--- src/rtl/fxp_pkg.sv ---
// Q8.24 fixed-point constants and helpers shared by the tanh forward and backward units.
package fxp_pkg;

  localparam int unsigned WIDTH = 32;
  localparam int unsigned FRAC  = 24;

  typedef logic signed [WIDTH-1:0]   fxp_t;
  typedef logic signed [2*WIDTH-1:0] fxp_wide_t;

  localparam fxp_t ONE     = 32'h01000000;
  localparam fxp_t NEG_ONE = 32'hFF000000;

  // Q8.24 result of a full-width product: drop FRAC low bits, keep WIDTH bits.
  function automatic fxp_t q_slice(input fxp_wide_t p);
    return p[WIDTH+FRAC-1:FRAC];
  endfunction

endpackage

--- src/rtl/tanh_backprop_if.sv ---
// Sample-in / gradient-out stream bundle for the tanh backward unit.
interface tanh_backprop_if;
  import fxp_pkg::*;

  logic i_valid;
  logic i_ready;
  fxp_t i_y;
  fxp_t i_g;
  logic i_last;
  logic o_valid;
  logic o_ready;
  fxp_t o_d;
  logic o_last;

  // Unit side: consumes samples, produces gradients.
  modport slave (
    input  i_valid, i_y, i_g, i_last, o_ready,
    output i_ready, o_valid, o_d, o_last
  );

  // Environment side: produces samples, consumes gradients.
  modport master (
    output i_valid, i_y, i_g, i_last, o_ready,
    input  i_ready, o_valid, o_d, o_last
  );

endinterface

--- src/rtl/fxp_mul.sv ---
// Combinational signed Q8.24 multiply returning the Q8.24 slice (floor rounding).
module fxp_mul
  import fxp_pkg::*;
(
  input  fxp_t a,
  input  fxp_t b,
  output fxp_t p
);

  fxp_wide_t prod;

  // Full 64-bit signed product, then floor slice back to Q8.24.
  always_comb begin
    prod = fxp_wide_t'(a) * fxp_wide_t'(b);
    p    = q_slice(prod);
  end

endmodule

--- src/rtl/tanh_backprop.sv ---
// Backward pass of piecewise-linear tanh: d = g * (1 - y^2), 3-stage pipeline
// with a single global enable so a stalled output freezes every stage.
module tanh_backprop
  import fxp_pkg::*;
(
  input  logic            clk,
  input  logic            rst_n,
  tanh_backprop_if.slave  bus
);

  logic             en;
  logic [WIDTH-1:0] y_abs;
  fxp_t             yc;
  fxp_t             sq_prod;
  fxp_t             d_prod;

  // Stage 1
  logic v1_q, v1_d;
  fxp_t g1_q, g1_d;
  logic l1_q, l1_d;
  fxp_t sq_q, sq_d;
  // Stage 2
  logic v2_q, v2_d;
  fxp_t g2_q, g2_d;
  logic l2_q, l2_d;
  fxp_t f_q,  f_d;
  // Stage 3 (output)
  logic ov_q, ov_d;
  fxp_t od_q, od_d;
  logic ol_q, ol_d;

  // Clamp |y| to 1.0; the most-negative input negates to itself, which
  // compares above ONE as unsigned and so also clamps to 1.0.
  always_comb begin
    y_abs = bus.i_y[WIDTH-1] ? (~bus.i_y + 32'd1) : bus.i_y;
    yc    = (y_abs > ONE) ? ONE : fxp_t'(y_abs);
  end

  fxp_mul u_sq (
    .a (yc),
    .b (yc),
    .p (sq_prod)
  );

  fxp_mul u_prod (
    .a (g2_q),
    .b (f_q),
    .p (d_prod)
  );

  // Next-state for every pipeline register; everything holds unless enabled.
  always_comb begin
    en   = ~ov_q | bus.o_ready;
    v1_d = v1_q;
    g1_d = g1_q;
    l1_d = l1_q;
    sq_d = sq_q;
    v2_d = v2_q;
    g2_d = g2_q;
    l2_d = l2_q;
    f_d  = f_q;
    ov_d = ov_q;
    od_d = od_q;
    ol_d = ol_q;
    if (en) begin
      v1_d = bus.i_valid;
      g1_d = bus.i_g;
      l1_d = bus.i_last;
      sq_d = sq_prod;
      v2_d = v1_q;
      g2_d = g1_q;
      l2_d = l1_q;
      f_d  = ONE - sq_q;
      ov_d = v2_q;
      od_d = d_prod;
      ol_d = l2_q;
    end
  end

  // Pipeline registers; reset flushes all in-flight samples.
  always_ff @(posedge clk or negedge rst_n) begin
    if (!rst_n) begin
      v1_q <= 1'b0;
      g1_q <= '0;
      l1_q <= 1'b0;
      sq_q <= '0;
      v2_q <= 1'b0;
      g2_q <= '0;
      l2_q <= 1'b0;
      f_q  <= '0;
      ov_q <= 1'b0;
      od_q <= '0;
      ol_q <= 1'b0;
    end else begin
      v1_q <= v1_d;
      g1_q <= g1_d;
      l1_q <= l1_d;
      sq_q <= sq_d;
      v2_q <= v2_d;
      g2_q <= g2_d;
      l2_q <= l2_d;
      f_q  <= f_d;
      ov_q <= ov_d;
      od_q <= od_d;
      ol_q <= ol_d;
    end
  end

  assign bus.i_ready = en;
  assign bus.o_valid = ov_q;
  assign bus.o_d     = od_q;
  assign bus.o_last  = ol_q;

endmodule

--- src/flat_wrapper.sv ---
// flat-port wrapper written by rule: the top's interface ports become plain ports
module tanh_backprop_flat import fxp_pkg::*;
  (clk, rst_n, bus_i_valid, bus_i_y, bus_i_g, bus_i_last, bus_o_ready, bus_i_ready, bus_o_valid, bus_o_d, bus_o_last);
  tanh_backprop_if bus_i ();
  input  logic clk;
  input  logic rst_n;
  input wire logic [$bits(bus_i.i_valid)-1:0] bus_i_valid;
  input wire logic [$bits(bus_i.i_y)-1:0] bus_i_y;
  input wire logic [$bits(bus_i.i_g)-1:0] bus_i_g;
  input wire logic [$bits(bus_i.i_last)-1:0] bus_i_last;
  input wire logic [$bits(bus_i.o_ready)-1:0] bus_o_ready;
  output wire logic [$bits(bus_i.i_ready)-1:0] bus_i_ready;
  output wire logic [$bits(bus_i.o_valid)-1:0] bus_o_valid;
  output wire logic [$bits(bus_i.o_d)-1:0] bus_o_d;
  output wire logic [$bits(bus_i.o_last)-1:0] bus_o_last;
  assign bus_i.i_valid = bus_i_valid;
  assign bus_i.i_y = bus_i_y;
  assign bus_i.i_g = bus_i_g;
  assign bus_i.i_last = bus_i_last;
  assign bus_i.o_ready = bus_o_ready;
  assign bus_i_ready = bus_i.i_ready;
  assign bus_o_valid = bus_i.o_valid;
  assign bus_o_d = bus_i.o_d;
  assign bus_o_last = bus_i.o_last;
  tanh_backprop u_core (.clk(clk), .rst_n(rst_n), .bus(bus_i));
endmodule
--- config.mk ---
export PLATFORM = sky130hd
export DESIGN_NAME = tanh_backprop_flat
export DESIGN_NICKNAME = d
export VERILOG_FILES = /design/src/rtl/fxp_pkg.sv /design/src/rtl/tanh_backprop_if.sv /design/src/rtl/fxp_mul.sv /design/src/rtl/tanh_backprop.sv /design/src/flat_wrapper.sv
export SDC_FILE = /design/constraint.sdc
export NUM_CORES = 2
export LEC_CHECK = 0
export CAP_MARGIN = 10
export CORE_MARGIN = 2
export CORE_UTILIZATION = 60
export DETAILED_ROUTE_END_ITERATION = 16
export PLACE_DENSITY = 0.77
export REMOVE_ABC_BUFFERS = 1
export SLEW_MARGIN = 15
export SYNTH_ARGS = -nofsm -noshare
export SYNTH_HDL_FRONTEND = slang
export SYNTH_SLANG_ARGS = --single-unit
--- constraint.sdc ---
create_clock -name clk -period 9.41 [get_ports clk]
set_input_delay 1.882 -clock clk [delete_from_list [all_inputs] [get_ports clk]]
set_output_delay 1.882 -clock clk [all_outputs]
set_load 0.01 [all_outputs]
Word-level counts from Yosys, hierarchy flattened
Index checks and enable logic that the tools add are counted.

$add $sub $neg: 2. Multiply operators: 2. $lt $le $gt $ge: 1. Mux-type cells: 2. Bitwise operators: 3.

Operators with widths (count): multiplier 32 x 32 -> 56 bit (2); 2-to-1 mux 32 bit (2); adder 32 x 1 -> 32 bit, second input constant (1); > comparator 32 x 25 -> 1 bit, second input constant (1); NOT 32 bit (1); subtractor 26 x 32 -> 32 bit, first input constant (1); NOT 1 bit (1); bitwise OR 1 bit (1).

Flip-flop bits (word level): 166. Input bits: 69. Output and inout port bits: 35.

Logic depth before layout (Yosys ltp)
Word-level depth: 6. Depth in mapped cells: 44. Mapped depth without buffers: 41.

By module
A second synthesis with hierarchy kept.

Cell total of the unflattened synthesis: 7726. Area, all modules: 73476.7 µm².

By module, submodules not included: fxp_mul at u_core.u_prod (times used 1, cells each 3559, area an instance 32899.1 µm², seq. area each 0.0 µm²); fxp_mul at u_core.u_sq (times used 1, cells each 3466, area an instance 32378.6 µm², seq. area each 0.0 µm²); tanh_backprop (times used 1, cells each 701, area an instance 8199.1 µm², seq. area each 4154.0 µm²).

Worst setup path after synthesis
Ideal clock, no wire load.

Path kind: input -> register. From: in bus_i_y[0]. To: reg u_core.sq_q[27]. Library setup time: 125 ps. Arrival time: 11873 ps. Setup slack: -2588 ps. Cell stages on the path: 42. Buffers on the path: 3. Cell sequence: clkbuf_1 > inv_1 > ha_1 > or4b_1 > o41ai_1 > xor2_1 > nand4_1 > nor3_1 > nand4_2 > a21o_1 > clkbuf_1 > clkbuf_1 > nor2_1 > inv_1 > nor2_1 > fa_1 > fa_1 > fa_1 > (+6 left out) > inv_1 > fa_1 > inv_1 > fa_1 > inv_1 > ha_1 > nand2_1 > o211ai_1 > a41oi_1 > o21ai_0 > nand4_1 > nor2b_1 > or4b_2 > a41oi_4 > o211ai_2 > a21oi_2 > nor2_1 > mux2_4.

Longest elaborated chain between the ends: 6.

RTL lines: start, declared (line flat_wrapper.sv:8) `input wire logic [$bits(bus_i.i_y)-1:0] bus_i_y;`; NOT 32 bit (line tanh_backprop.sv:35) `y_abs = bus.i_y[WIDTH-1] ? (~bus.i_y + 32'd1) : bus.i_y;`; adder 32 x 1 -> 32 bit (line tanh_backprop.sv:35); 2-to-1 mux 32 bit (*) (line tanh_backprop.sv:35); > comparator 32 x 25 -> 1 bit (line tanh_backprop.sv:36) `yc = (y_abs > ONE) ? ONE : fxp_t'(y_abs);`; 2-to-1 mux 32 bit (*) (line tanh_backprop.sv:36); multiplier 32 x 32 -> 56 bit (*) (line fxp_mul.sv:14) `prod = fxp_wide_t'(a) * fxp_wide_t'(b);`; end signal, assigned (line tanh_backprop.sv:98) `sq_q <= sq_d;`; end, declared (line tanh_backprop.sv:21) `fxp_t sq_q, sq_d;`.

Every way passes the cells marked *; elsewhere a longest branch is shown, timed or not. A chain may end at the register's enable or synchronous reset.

Worst setup path in the final report
From: in bus_i_y[2]. To: reg u_core.sq_q[23].

Same word-level chain as after synthesis.

==> metrics.md <==
| Metric | Value |
|---|---|
| Routed WL per cell | `19.0 um` |
| CP peak stage delay | `0.57 ns` |
| Utilization after layout | `69.7%` |
| Number of vias per cell | `5.26` |
| Antenna-violating nets left | `0` |
| Worst-margin pin slew | `1.09 ns` |
| Period utilisation layout | `121%` |
| Register area share after synthesis | `6.15%` |
| Core Area | `112000 um2` |
| Clk root buf | `clkbuf_16` |
| IO Port Bufs | `103` |
| Reg clk slew, reported paths | `0.08 ns` |
| Drt first pass iters | `6` |
| Dpl ws | `-3.22 ns` |
| Main area contributors after synthesis | `fa_1 (56%), inv_1 (11%), nand2_1 (6.5%)` |
| Hold WC Path Type | `flip-flop to flip-flop` |
| Period minus WS final | `11.35 ns` |
| Post-DP HPWL | `156000 um` |
| Post-synth top area share | `56.1%` |
| Clk Latency, worst-skew pair | `0.53 ns` |
| Starting Density | `60.2%` |
| DRT Wirelength | `183000 um` |
| Area of the die | `115000 um2` |
| RSZ-0062 raised after global routing | `true` |
| Most common cell on crit path | `fa_1` |
| DR vias | `50600` |
| Final Hold Violating Endpoints | `0` |
| Synth top cells by count | `inv_1 (2011), fa_1 (1891), nand2_1 (1177)` |
| Post-synth top area cell | `fa_1` |
| Max Fclk | `88.1 MHz` |
| GR Util All Layers | `33.5%` |
| CTS tree | `yes` |
| Netlist Area Pre-Place | `67500 um2` |
| CP Data Required Time | `9.84 ns` |
| Final WS setup | `-1.94 ns` |
| Largest net degree at the start of global routing | `157` |
| Htree depth | `4` |
| Top_reg_cell synth | `dfrtp_1` |
| First-pass GRT wire length | `298000 um` |
| Max capacitance violation total | `0` |
| Row Count | `123` |
| Maximum root-to-sink buffer count | `2` |
| Crit start category | `primary input` |
| Detailed Route Iter0 Violations | `3745` |
| Nets@finish | `10400` |
| Crit-path slowest cell | `fa_1` |
| Number of global-route vias before repair | `56700` |
| Final-report setup violation count | `28` |
| CP Data Arrival Time | `11.78 ns` |
| Worst setup path class | `primary input to flip-flop` |
| Synthesized flop and latch total | `166` |
| Initial antenna violation count | `2` |
| Io pins | `104` |
| Asr flop ratio synth | `100%` |
| Failing checks | `negative setup slack` |
| Cell with the most instances after synthesis | `inv_1` |
| Yosys synthesis warning count | `0` |
| RePlAce Congestion | `1.01` |
| Post-synth EDFFs | `0` |
| Clock Skew | `0.0261 ns` |
| Die Ht | `339 um` |
| DRC violations left | `0` |
| Area Overhead vs Synth | `15.7%` |
| Layout cells sized above 1 | `12.7%` |
| Synthesized area per cell | `9.38 um2` |
| Outcome | `finished with violations` |
| TritonCTS buffer count | `17` |
| Worst Setup End Kind | `flip-flop` |
| Crit path max fanout | `5` |
| Gr ovfl total | `0` |
| Worst slew margin | `27.6%` |
| CTS sink count | `166` |
| Synth cell types | `84` |
| Mapped Cells | `7199` |
| Max-slew violation count | `0` |
| Die width | `339 um` |
-- area by class of cell --
class                           instances  area, um2
Clock inverter                         15        188
Fill cell                            8501      34000
Clock buffer                           17        425
Tap cell                             1500       1880
Antenna cell                            1       2.50
Multi-Input combinational cell       5117      57400
Sequential cell                       166       4150
Timing Repair Buffer                  796       6460
Inverter                             2017       7590
-- stage by stage --
step	setup TNS [ns]	area (um2)	hold slack [ns]	std cells
finish	-46.16	78100	0.462	9629
global route	-53.41	78100	0.495	9628
CTS	-42.11	77100	0.466	9595
detailed placement	-81.98	75400	0.450	9515
global placement	-75.29	75400	0.443	9515
floorplan	-387.25	67900	0.430	7299
-- logic make-up (layout without fill, tap and decap cells) --
kind of cell / count (synthesis) / after routing / synth area share [%]
mux: 5 / 5 / 0.0853
fa+ha+maj: 2232 / 2232 / 62.4
xor+xnor: 172 / 172 / 2.26
flops: 166 / 166 / 6.15
simple gates: 1935 / 1935 / 12.5
buf+inv: 2295 / 2845 / 12.8
other cells: 2 / 381 / 0.0111
compound gates: 392 / 393 / 3.75
-- registers in the layout (all words and copies together) (netlist names) --
signal and flops:
u_core.sq_q 32, u_core.v1_q 1, u_core.g2_q 32, u_core.bus.o_d 32
u_core.bus.o_valid 1, u_core.f_q 32, u_core.l2_q 1, u_core.g1_q 32
u_core.l1_q 1, u_core.bus.o_last 1, u_core.v2_q 1
-- critical path: cells and delay by family --
kind / cells / cell delay, ns
and+or+nand+nor: 10 / 1.94
AOI/OAI and AO/OA: 10 / 2.15
buffers and inverters: 12 / 1.22
xor gates and xnor gates: 1 / 0.18
adders and majority gates: 9 / 4.39
-- routing by layer --
layer  vias to the layer above  part of all wire [%]  wire (um)  GRT usage [%]
li1                      21900                     -          -              -
met1                     25900                    38      70400           44.5
met2                      2332                    48      87800           55.1
met3                       428                   9.4      17200           6.54
met4                         2                   4.3       7940           12.7
met5                         -                0.0098         18              0
-- layout by cell type (no fill, tap or decap), types with 12 or more instances in the layout --
master           Yosys  layout
inv_1             2011    1979
fa_1              1891    1851
nand2_1           1177    1142
buf_4                0     636
conb_1               2     380
ha_1               341     329
and2_1             222     222
nor2_1             279     222
dfrtp_1            166     166
a21oi_1            135     122
xnor2_1            103      99
clkdlybuf4s50_1      0      83
xor2_1              68      65
o21ai_0             81      64
buf_6                1      55
nand2b_1            48      45
a21o_1              46      45
fa_2                 0      40
nor2_2               1      35
nor3_1              44      32
nand2_2              0      31
inv_2                0      29
nor2_4               0      23
nand4_1             22      22
nor2b_1             25      22
clkbuf_16            0      17
nand3_1             21      16
o21a_1              16      16
or3_1               20      14
o21ai_1              3      13
o31ai_1             13      12
and3_1              15      12
o21bai_1            12      12
ha_4                 0      12
-- worst paths after layout --
path                                            to  slack, ns            from  depth (start not counted)
worst max register to register  u_core.bus.o_d[21]       0.79  u_core.f_q[20]                         28
worst max-delay path               u_core.sq_q[23]      -1.94      bus_i_y[2]                         42
worst min register to register  u_core.bus.o_valid       0.46     u_core.v2_q                          1
max in group asynchronous       u_core.bus.o_d[16]       6.18           rst_n                          3
min in group asynchronous          u_core.g1_q[14]       1.35           rst_n                          1
worst min-delay path            u_core.bus.o_valid       0.46     u_core.v2_q                          1
-- timing repair --
item,in CTS,in global routing
hold buffers,0,0
setup endpoints to repair,28,28
cloned,1,0
resized for setup,258,191
pin swaps,104,114
buffers inserted,50,35
Power is left out: the tool's default activity adds up to more than one toggle a clock period on the data nets, which glitch-free logic cannot reach.
